===== src/rtl/c2h_frame_ring_ctrl_pkg.sv =====
// -----------------------------------------------------------------------------
// c2h_frame_ring_ctrl_pkg
// Ring geometry defaults and FSM state encoding shared by the C2H/H2C ring
// controllers and the register file, so every consumer sees the same values.
// Contents:
//   RING_BUF_START / RING_BUF_END / RING_FRM_SIZE : default ring geometry
//   ring_state_t                                  : frame FSM state encoding
//   ptr_is_legal()                                : host pointer range/alignment check
// -----------------------------------------------------------------------------
package c2h_frame_ring_ctrl_pkg;

   localparam logic [31:0] RING_BUF_START = 32'h0000_0000;
   localparam logic [31:0] RING_BUF_END   = 32'h1000_0000;
   localparam logic [31:0] RING_FRM_SIZE  = 32'd2048;

   typedef enum logic [1:0] {
      ST_IDLE    = 2'd0,
      ST_CHECK   = 2'd1,
      ST_BUSY    = 2'd2,
      ST_ADVANCE = 2'd3
   } ring_state_t;

   // A pointer is usable only if it lands inside the ring on a slot boundary.
   function automatic logic ptr_is_legal(input logic [31:0] ptr,
                                         input logic [31:0] buf_start,
                                         input logic [31:0] buf_end,
                                         input logic [31:0] frm_size);
      logic [31:0] off;
      off = ptr - buf_start;
      return (ptr >= buf_start) && (ptr < buf_end) && ((off % frm_size) == 32'd0);
   endfunction

endpackage


===== src/rtl/c2h_frame_ring_ctrl_ring_ptr_inc.sv =====
// -----------------------------------------------------------------------------
// ring_ptr_inc
// Advances a ring pointer by one frame slot, wrapping to the ring start when the
// result reaches the exclusive end. Shared by the C2H and H2C ring controllers.
// Ports:
//   ptr : current slot address
//   nxt : following slot address (wrapped)
// -----------------------------------------------------------------------------
module ring_ptr_inc
   import c2h_frame_ring_ctrl_pkg::*;
#(
   parameter logic [31:0] BUF_START = RING_BUF_START,
   parameter logic [31:0] BUF_END   = RING_BUF_END,
   parameter logic [31:0] FRM_SIZE  = RING_FRM_SIZE
) (
   input  logic [31:0] ptr,
   output logic [31:0] nxt
);

   // 33-bit sum so a ring ending at the top of the address space cannot alias.
   logic [32:0] sum;

   assign sum = {1'b0, ptr} + {1'b0, FRM_SIZE};
   assign nxt = (sum >= {1'b0, BUF_END}) ? BUF_START : sum[31:0];

endmodule


===== src/rtl/c2h_frame_ring_ctrl.sv =====
// -----------------------------------------------------------------------------
// c2h_frame_ring_ctrl
// Hands out card-to-host frame slots from a ring in host memory. The producer
// requests a slot, gets it acked (or dropped / stalled when the ring is full),
// writes it, signals done, and the write pointer advances one slot.
//
// state   | meaning
// --------+------------------------------------------------------------
// IDLE    | no request in flight, waiting for frm_req
// CHECK   | request seen, deciding grant / drop / stall from ring_full
// BUSY    | slot granted, producer writing, waiting for frm_done
// ADVANCE | slot finished, wr_ptr moves to the next slot
//
// Ports:
//   s_axi_aclk, s_axi_aresetn : clock, async active-low reset
//   frm_req / frm_ack / frm_drop / frm_addr / frm_done : producer handshake
//   C2H_RD_NEXT  : host read pointer from the register file
//   C2H_WR_NEXT  : next slot to be written, back to the register file
//   ring_full, ring_empty : ring status
//   drop_cnt     : saturating dropped-frame count
//   rd_ptr_err   : sticky, host wrote an out-of-range or misaligned pointer
// -----------------------------------------------------------------------------
module c2h_frame_ring_ctrl
   import c2h_frame_ring_ctrl_pkg::*;
#(
   parameter logic [31:0] BUF_START = RING_BUF_START,
   parameter logic [31:0] BUF_END   = RING_BUF_END,
   parameter logic [31:0] FRM_SIZE  = RING_FRM_SIZE,
   parameter bit          DROP_EN   = 1'b1
) (
   input  logic        s_axi_aclk,
   input  logic        s_axi_aresetn,
   input  logic        frm_req,
   output logic        frm_ack,
   output logic        frm_drop,
   output logic [31:0] frm_addr,
   input  logic        frm_done,
   input  logic [31:0] C2H_RD_NEXT,
   output logic [31:0] C2H_WR_NEXT,
   output logic        ring_full,
   output logic        ring_empty,
   output logic [15:0] drop_cnt,
   output logic        rd_ptr_err
);

   ring_state_t state_q;
   ring_state_t state_d;
   logic [31:0] wr_ptr_q;
   logic [31:0] rd_ptr_q;
   logic [31:0] wr_nxt;
   logic        rd_legal;
   logic        ack_d;
   logic        drop_d;
   logic        adv;

   ring_ptr_inc #(
      .BUF_START (BUF_START),
      .BUF_END   (BUF_END),
      .FRM_SIZE  (FRM_SIZE)
   ) u_wr_inc (
      .ptr (wr_ptr_q),
      .nxt (wr_nxt)
   );

   assign rd_legal    = ptr_is_legal(C2H_RD_NEXT, BUF_START, BUF_END, FRM_SIZE);
   assign ring_empty  = (wr_ptr_q == rd_ptr_q);
   // One slot is always left unused so full and empty stay distinguishable.
   assign ring_full   = (wr_nxt == rd_ptr_q);
   assign C2H_WR_NEXT = wr_ptr_q;

   always_comb begin
      state_d = state_q;
      ack_d   = 1'b0;
      drop_d  = 1'b0;
      adv     = 1'b0;
      case (state_q)
         ST_IDLE: begin
            if (frm_req) state_d = ST_CHECK;
         end
         ST_CHECK: begin
            if (!ring_full) begin
               ack_d   = 1'b1;
               state_d = ST_BUSY;
            end else if (DROP_EN) begin
               drop_d  = 1'b1;
               state_d = ST_IDLE;
            end
         end
         ST_BUSY: begin
            if (frm_done) state_d = ST_ADVANCE;
         end
         ST_ADVANCE: begin
            adv     = 1'b1;
            state_d = ST_IDLE;
         end
         default: state_d = ST_IDLE;
      endcase
   end

   always_ff @(posedge s_axi_aclk or negedge s_axi_aresetn) begin
      if (!s_axi_aresetn) begin
         state_q    <= ST_IDLE;
         wr_ptr_q   <= BUF_START;
         rd_ptr_q   <= BUF_START;
         rd_ptr_err <= 1'b0;
         frm_ack    <= 1'b0;
         frm_drop   <= 1'b0;
         frm_addr   <= BUF_START;
         drop_cnt   <= 16'd0;
      end else begin
         state_q  <= state_d;
         frm_ack  <= ack_d;
         frm_drop <= drop_d;
         // A bad host pointer is flagged and ignored; the last good one stays.
         if (rd_legal) rd_ptr_q   <= C2H_RD_NEXT;
         else          rd_ptr_err <= 1'b1;
         if (ack_d) frm_addr <= wr_ptr_q;
         if (adv)   wr_ptr_q <= wr_nxt;
         if (drop_d && (drop_cnt != 16'hFFFF)) drop_cnt <= drop_cnt + 16'd1;
      end
   end

endmodule


===== config.mk =====
export PLATFORM = sky130hd
export DESIGN_NAME = c2h_frame_ring_ctrl
export DESIGN_NICKNAME = d
export VERILOG_FILES = /design/src/rtl/c2h_frame_ring_ctrl_pkg.sv /design/src/rtl/c2h_frame_ring_ctrl_ring_ptr_inc.sv /design/src/rtl/c2h_frame_ring_ctrl.sv
export SDC_FILE = /design/constraint.sdc
export NUM_CORES = 1
export LEC_CHECK = 0
export CORE_MARGIN = 8
export CORE_UTILIZATION = 29
export CTS_CLUSTER_SIZE = 25
export DETAILED_ROUTE_END_ITERATION = 10
export GPL_ROUTABILITY_DRIVEN = 0
export GPL_TIMING_DRIVEN = 0
export HOLD_SLACK_MARGIN = 0.1
export PLACE_DENSITY = 0.6
export SYNTH_ARGS = -nofsm -noshare
export SYNTH_HDL_FRONTEND = slang
export SYNTH_HIERARCHICAL = 1
export SYNTH_SLANG_ARGS = --single-unit

===== constraint.sdc =====
create_clock -name s_axi_aclk -period 6.1 [get_ports s_axi_aclk]
set_input_delay 1.22 -clock s_axi_aclk [delete_from_list [all_inputs] [get_ports s_axi_aclk]]
set_output_delay 1.22 -clock s_axi_aclk [all_outputs]
set_load 0.1 [all_outputs]

==> results.toml, run 1 <==
[run_status]
status = "finished, final reports clean"

[logic_synthesis]
synthArstFlopShare_pct = 100.0
synth.avg_cell_area_um2 = 11.90
yosysUniqueCellTypes = 39
synthesis.area_mm2 = 0.005769
synth_top_cell_area_share_pct = 50.75
synth_fa_ha_area_share_pct = 0.4337
synth-seq-cells = 117
synth-compound-area-share_pct = 1.475
synth_cells = 485
synth-seq-area-share_pct = 50.75
synthSimpleGateAreaFrac_pct = 13.40
ys.flop_type = "dfrtp_1"
synthTopCellsByArea = "dfrtp_1 51%, mux2_2 15%, xor2_1 10%"
synth_top_family_by_area = "multiplexers"
synth_edf_count = 0
synth_xor_area_share_pct = 14.42
yosys.area.top_type = "dfrtp_1"
ys.warnings.count = 6
synthMuxAreaShare_pct = 16.18

[route]
drtPass1Iterations = 4
avgViaCountPerCell = 4.684
drtIter0Drc = 175
wl_per_cell_um = 17.37
routed-via-count = 4244
routed_wirelength_mm = 15.74
wl_met2_mm = 7.475
wl_met1_mm = 6.966
maxUsedRoutingLayer = "met4"
route.antenna.remaining_nets = 0
remaining_drc_errors = 0
wl_met3_mm = 1.072

[clock_tree]
holdBufCountCts = 0
clk_pin_slew_worst_paths_ns = 0.05
htreeDepth = 4
clock-sinks = 117
cts_tree = "done"
cts-root-buf = "clkbuf_16"
clock_latency_ns = 0.42
clk_path_buf_depth = 2
cts_buffers = 17

[setup_path]
r2r_setup_slack_ns = 1.83
path_cells = "ha_1 > nand4_1 > nor3_2 > a311oi_1 > o22ai_4 > buf_6 > nor2_1 > xor2_1 > nor4_1 > nand4_2 > nor2_4 > buf_4 > clkbuf_4"
endpoint = "ring_full"
crit_type = "register to output pin"
critical_path_cell_count = 13
crit_start = "C2H_WR_NEXT[11]"
rr_worst_depth = 13
crit_fanout = 10
reg2reg_from = "C2H_WR_NEXT[11]"
worstSetupStartpointType = "register"
cp_top_family = "simple AND/OR/NAND/NOR gates"
crit_arrival_ns = 4.40
path_buf_inv = 3
slowest_stage = "dfrtp_1"
critPathMaxStageDelay_ns = 0.51
r2r-end = "frm_addr[22]"
required_ns = 4.88
cp-end-kind = "output pin"

[sta]
skew_ns = 0.01546
rsz0062_at_grt = "no"
hold_viol = 0
fin_crit_ns = 5.615
tightest_slew_ns = 1.011
drv_slew = 0
finalSetupViolCount = 0
slew_headroom_pct = 32.39
fmax_ghz = 0.1781
finalCritPeriodShare_pct = 92.06

[cells_and_area]
area_growth_pct = 38.17
antenna_cells = 0
regArea_mm2 = 0.002928
fillerInstances = 1881
drive_above_1_share_pct = 20.75
multiInputGateArea_mm2 = 0.002670
final_cell_area_mm2 = 0.007971
layout.nets = 668

[die]
die_area_mm2 = 0.02466
die_y_um = 157.0
pin_count = 121
dieWidth_um = 157.0
core_area_mm2 = 0.01953
rows = 51
start_util_pct = 29.55

[pwr]
internal_power_w = 0.001761
p_leak_nw = 3.808
combPwrFrac_pct = 28.4
power_switching_share_pct = 35.07
power.total_w = 0.002712
ir_drop_v = 0.0002305
seqPwrFrac_pct = 33.2
pwr_density_cell_mw_per_mm2 = 340.2
p_sw_w = 0.0009512
clkPwrFrac_pct = 38.4

[min_path]
hold_path.class = "register to register"

[place]
hpwlAfterDp_mm = 11.89
place_area_mm2 = 0.007342
portBuffers = 120

[global_routing]
antenna_found_initial = 0
grt_start_max_net_pins = 63
grt_pass1_wl_mm = 25.48
grtUsageTotal_pct = 13.53
overflow = 0
grt_pass1_vias = 4640

[flow_run]
drv_cap = 0
-- state kept, by name, summed over array words and instances, names as in the netlist, named ones only --
register and count:
C2H_WR_NEXT 32, frm_addr 32, rd_ptr_q 32, drop_cnt 16, frm_ack 1, frm_drop 1
rd_ptr_err 1, state_q 1
-- worst min-delay path by stage --
stage / from / to / slack (ns) / cells past startpoint
after detailed placement: frm_addr[29] / frm_addr[29] / 0.49 / 1
after global routing: frm_addr[21] / frm_addr[21] / 0.51 / 1
after floorplan: state_q[0] / state_q[0] / 0.45 / 1
final: drop_cnt[14] / drop_cnt[14] / 0.49 / 1
after global placement: frm_addr[29] / frm_addr[29] / 0.47 / 1
after CTS: drop_cnt[14] / drop_cnt[14] / 0.50 / 1
-- cells by family after synthesis --
logic type	count (synthesis)
and+or+nand+nor	144
xor gates and xnor gates	95
other	1
adders and majority gates	2
AOI/OAI and AO/OA	8
DFF	117
buffers and inverters	35
muxes	83
-- power by group through the flow --
stage	Sequential (W)	Clock, W	Combinational, W
finish	0.000902	0.00104	0.000770
global route	0.000912	0.00111	0.000811
CTS	0.000902	0.00107	0.000777
detailed placement	0.000915	0	0.000773
global placement	0.000910	0	0.000764
floorplan	0.00119	0	0.000262
-- cells in the mapped netlist (2+ instances only) --
cell type  number
dfrtp_1       117
mux2_2         79
xor2_1         69
nor2_1         41
xnor2_1        26
nor4_1         20
nand3_1        18
and2_1         17
inv_1          16
nand4_1        15
nand2_1        11
and3_1          5
buf_4           5
buf_6           5
clkbuf_1        5
nor3_1          5
buf_1           3
mux2_1          3
a311oi_1        2
ha_1            2
nand4_2         2
or3_1           2
-- per-layer routing --
layer | track usage [%] | vias up
li1 | - | 1953
met5 | 0 | -
met1 | 16.66 | 2144
met2 | 21.73 | 129
met4 | 4.896 | 0
met3 | 4.524 | 18
-- per-stage QoR --
| step | util, % | std cells | hold slack (ns) | setup TNS (ns) | setup WS, ns |
|---|---|---|---|---|---|
| 5_1_grt | 40.82 | 906 | 0.5120 | 0 | 0.08654 |
| 3_5_place_dp | 37.60 | 874 | 0.4859 | -0.03769 | -0.03769 |
| 3_3_place_gp | 37.45 | 873 | 0.4743 | -99.94 | -0.8617 |
| 4_1_cts | 40.73 | 904 | 0.4957 | 0 | 0.07956 |
| 6_report | 40.82 | 906 | 0.4902 | 0 | 0.4846 |
| 2_1_floorplan | - | 488 | 0.4545 | 0 | 1.125 |
-- cells in the final DEF (no fill, tap or decap), types with 5 or more instances in the layout --
cell type        synthesis  layout
nand3_1                 18      18
inv_1                   16      16
xor2_1                  69      69
mux2_2                  79      79
buf_6                    5       6
nand4_1                 15      15
dfrtp_1                117     117
nor3_1                   5       5
clkdlybuf4s50_1          0     118
clkbuf_1                 5       6
nand2_1                 11      11
nor4_1                  20      19
buf_4                    5       7
and2_1                  17      17
clkbuf_16                0      17
and3_1                   5       5
clkinv_2                 0       5
nor2_1                  41      41
xnor2_1                 26      26
-- repair_timing --
item,4_1_cts,5_1_grt
setup endpoints to repair,1,1
pin swaps,0,1
gates cloned,0,0
resized for setup,3,4
buffers inserted,0,2
hold endpoints to repair,0,0
-- layout make-up --
cell class              instances  area share, %
multi-input cells             336          33.50
well taps                     265          4.159
clock inverters                10          1.931
plain buffers                  19          1.617
repair buffers                123          15.59
flip-flops and latches        117          36.73
inverters                      16         0.7534
clock buffers                  20          5.729
Note: power is estimated with default switching activity, not from simulation.
==> run 2: changes to the inputs <==
ABC_CLOCK_PERIOD_IN_PS = 6100   (was default)
CTS_CLUSTER_DIAMETER = 80   (was default)
==> results of run 2 <==
Same layout as run 1: the final DEF is identical, and so are final timing and power.
==> run 3: changes to the inputs <==
CTS_CLUSTER_SIZE = default   (was 25)
GPL_TIMING_DRIVEN = default   (was 0)
==> run 3 against run 2 <==
- non-clock buffer count shrank 17
- die area is the same
- routed wire length grew 1.2%
- power shrank 4.7%
- sequential power is essentially flat
- critical path depth shrank 2
- sequential cell count is the same
- final cell count shrank 1.8%
- design area shrank 2.6%
- global-route usage is essentially flat
- via count shrank 2.5%
- combinational power shrank 3.8%
==> results.toml, run 3 (synthesis gave the netlist of run 1 again) <==
[die]
die_y_um = 157.0
die_area_mm2 = 0.02466
start_util_pct = 29.55
pin_count = 121
dieWidth_um = 157.0
core_area_mm2 = 0.01953
rows = 51

[cells_and_area]
drive_above_1_share_pct = 19.04
fillerInstances = 1923
final_cell_area_mm2 = 0.007765
layout.nets = 651
final_cell_mix = "118 x clkdlybuf4s50_1, 117 x dfrtp_1, 79 x mux2_2"
area_growth_pct = 34.59
layout_commonest_cell = "clkdlybuf4s50_1"
antenna_cells = 0

[global_routing]
grt_pass1_wl_mm = 25.47
grtUsageTotal_pct = 13.49
grt_pass1_vias = 4451
overflow = 0
antenna_found_initial = 0
grt_start_max_net_pins = 71

[route]
drtIter0Drc = 261
routed-via-count = 4136
route.antenna.remaining_nets = 0
avgViaCountPerCell = 4.647
routed_wirelength_mm = 15.92
drtPass1Iterations = 4
wl_per_cell_um = 17.89
remaining_drc_errors = 0

[setup_path]
path_buf_inv = 1
crit_fanout = 28
cp_top_family = "simple AND/OR/NAND/NOR gates"
critPathMaxStageDelay_ns = 0.71
cp-end-kind = "output pin"
path_cells = "ha_1 > nand4_1 > nor3_2 > a311oi_1 > o22ai_4 > nor2_1 > xor2_1 > nor4_1 > nand4_2 > nor2_4 > buf_4"
required_ns = 4.88
crit_type = "register to output pin"
worstSetupStartpointType = "register"
slowest_stage = "o22ai_4"
crit_arrival_ns = 4.51

[clock_tree]
clk_pin_slew_worst_paths_ns = 0.05
cts-root-buf = "clkbuf_16"
holdBufCountCts = 0
clk_path_buf_depth = 2
htreeDepth = 4
post_cts_buffers = 0
clock_latency_ns = 0.42
cts_buffers = 17
post_cts_resized = 0
cts_tree = "done"
clock-sinks = 117

[sta]
drv_slew = 0
fin_crit_ns = 5.735
fmax_ghz = 0.1744
skew_ns = 0.007336
finalSetupViolCount = 0
tightest_slew_ns = 1.015
finalCritPeriodShare_pct = 94.01
slew_headroom_pct = 32.15
rsz0062_at_grt = "no"
setup-tns-final_ns = 0
hold_viol = 0

[place]
hpwlAfterDp_mm = 11.59
portBuffers = 120
place_area_mm2 = 0.007217

[pwr]
p_leak_nw = 3.703
ir_drop_v = 0.0002016
pwr_density_cell_mw_per_mm2 = 332.8

[run_status]
status = "finished, final reports clean"

[min_path]
hold_path.class = "register to register"

[flow_run]
drv_cap = 0
[run 3: through the flow]
stage                     hold slack (ns)  util [%]  total power [W]  instances  setup WS (ns)
after floorplan                    0.4545         -         0.001457        488          1.125
after global placement             0.4727     36.96         0.001651        859          1.032
after detailed placement           0.4802     36.96         0.001660        859         0.8321
after CTS                          0.4898     39.77         0.002618        890         0.3814
after global routing               0.5106     39.77         0.002688        890         0.1133
final                              0.4866     39.77         0.002584        890         0.3655
[run 3: power breakdown]
group	switching, W	internal, W
clock	0.000342	0.000599
combinational	0.000522	0.000219
sequential	0.0000761	0.000826
[run 3: area by class of cell]
class	count	area, µm²	area share (%)
clock buffer	27	503.0	6.478
timing repair buffer	125	1234	15.89
sequential	117	2928	37.71
inverter	16	60.06	0.7734
tap	265	331.6	4.270
clock inverter	4	45.04	0.5801
multi-input combinational	336	2664	34.31
[run 3: final timing paths]
| path | startpoint | end | cells after the start | slack (ns) |
|---|---|---|---|---|
| min reg2reg | state_q[0] | state_q[0] | 1 | 0.49 |
| max in group asynchronous | s_axi_aresetn | frm_addr[10] | 2 | 4.01 |
| min in group asynchronous | s_axi_aresetn | rd_ptr_q[0] | 1 | 0.93 |
| max | C2H_WR_NEXT[11] | ring_full | 11 | 0.37 |
| min | state_q[0] | state_q[0] | 1 | 0.49 |
| max reg2reg | C2H_WR_NEXT[11] | frm_addr[9] | 12 | 1.33 |
[run 3: per-layer routing]
layer	wire, µm	GRT usage, %	up-vias
li1	-	-	1917
met1	7190	17.38	2076
met2	7343	21.13	128
met3	1206	4.552	15
met4	182	3.898	0
met5	0	0	-
[run 3: worst register-to-register path: stages, from the launching register on]
cell,delay [ns]
dfrtp_1,0.47
ha_1,0.25
nand4_1,0.20
nor3_2,0.38
a311oi_1,0.22
o22ai_4,0.71
nor2_1,0.18
xor2_1,0.19
nor4_1,0.44
nand4_2,0.29
o21ai_4,0.62
buf_4,0.35
mux2_2,0.37
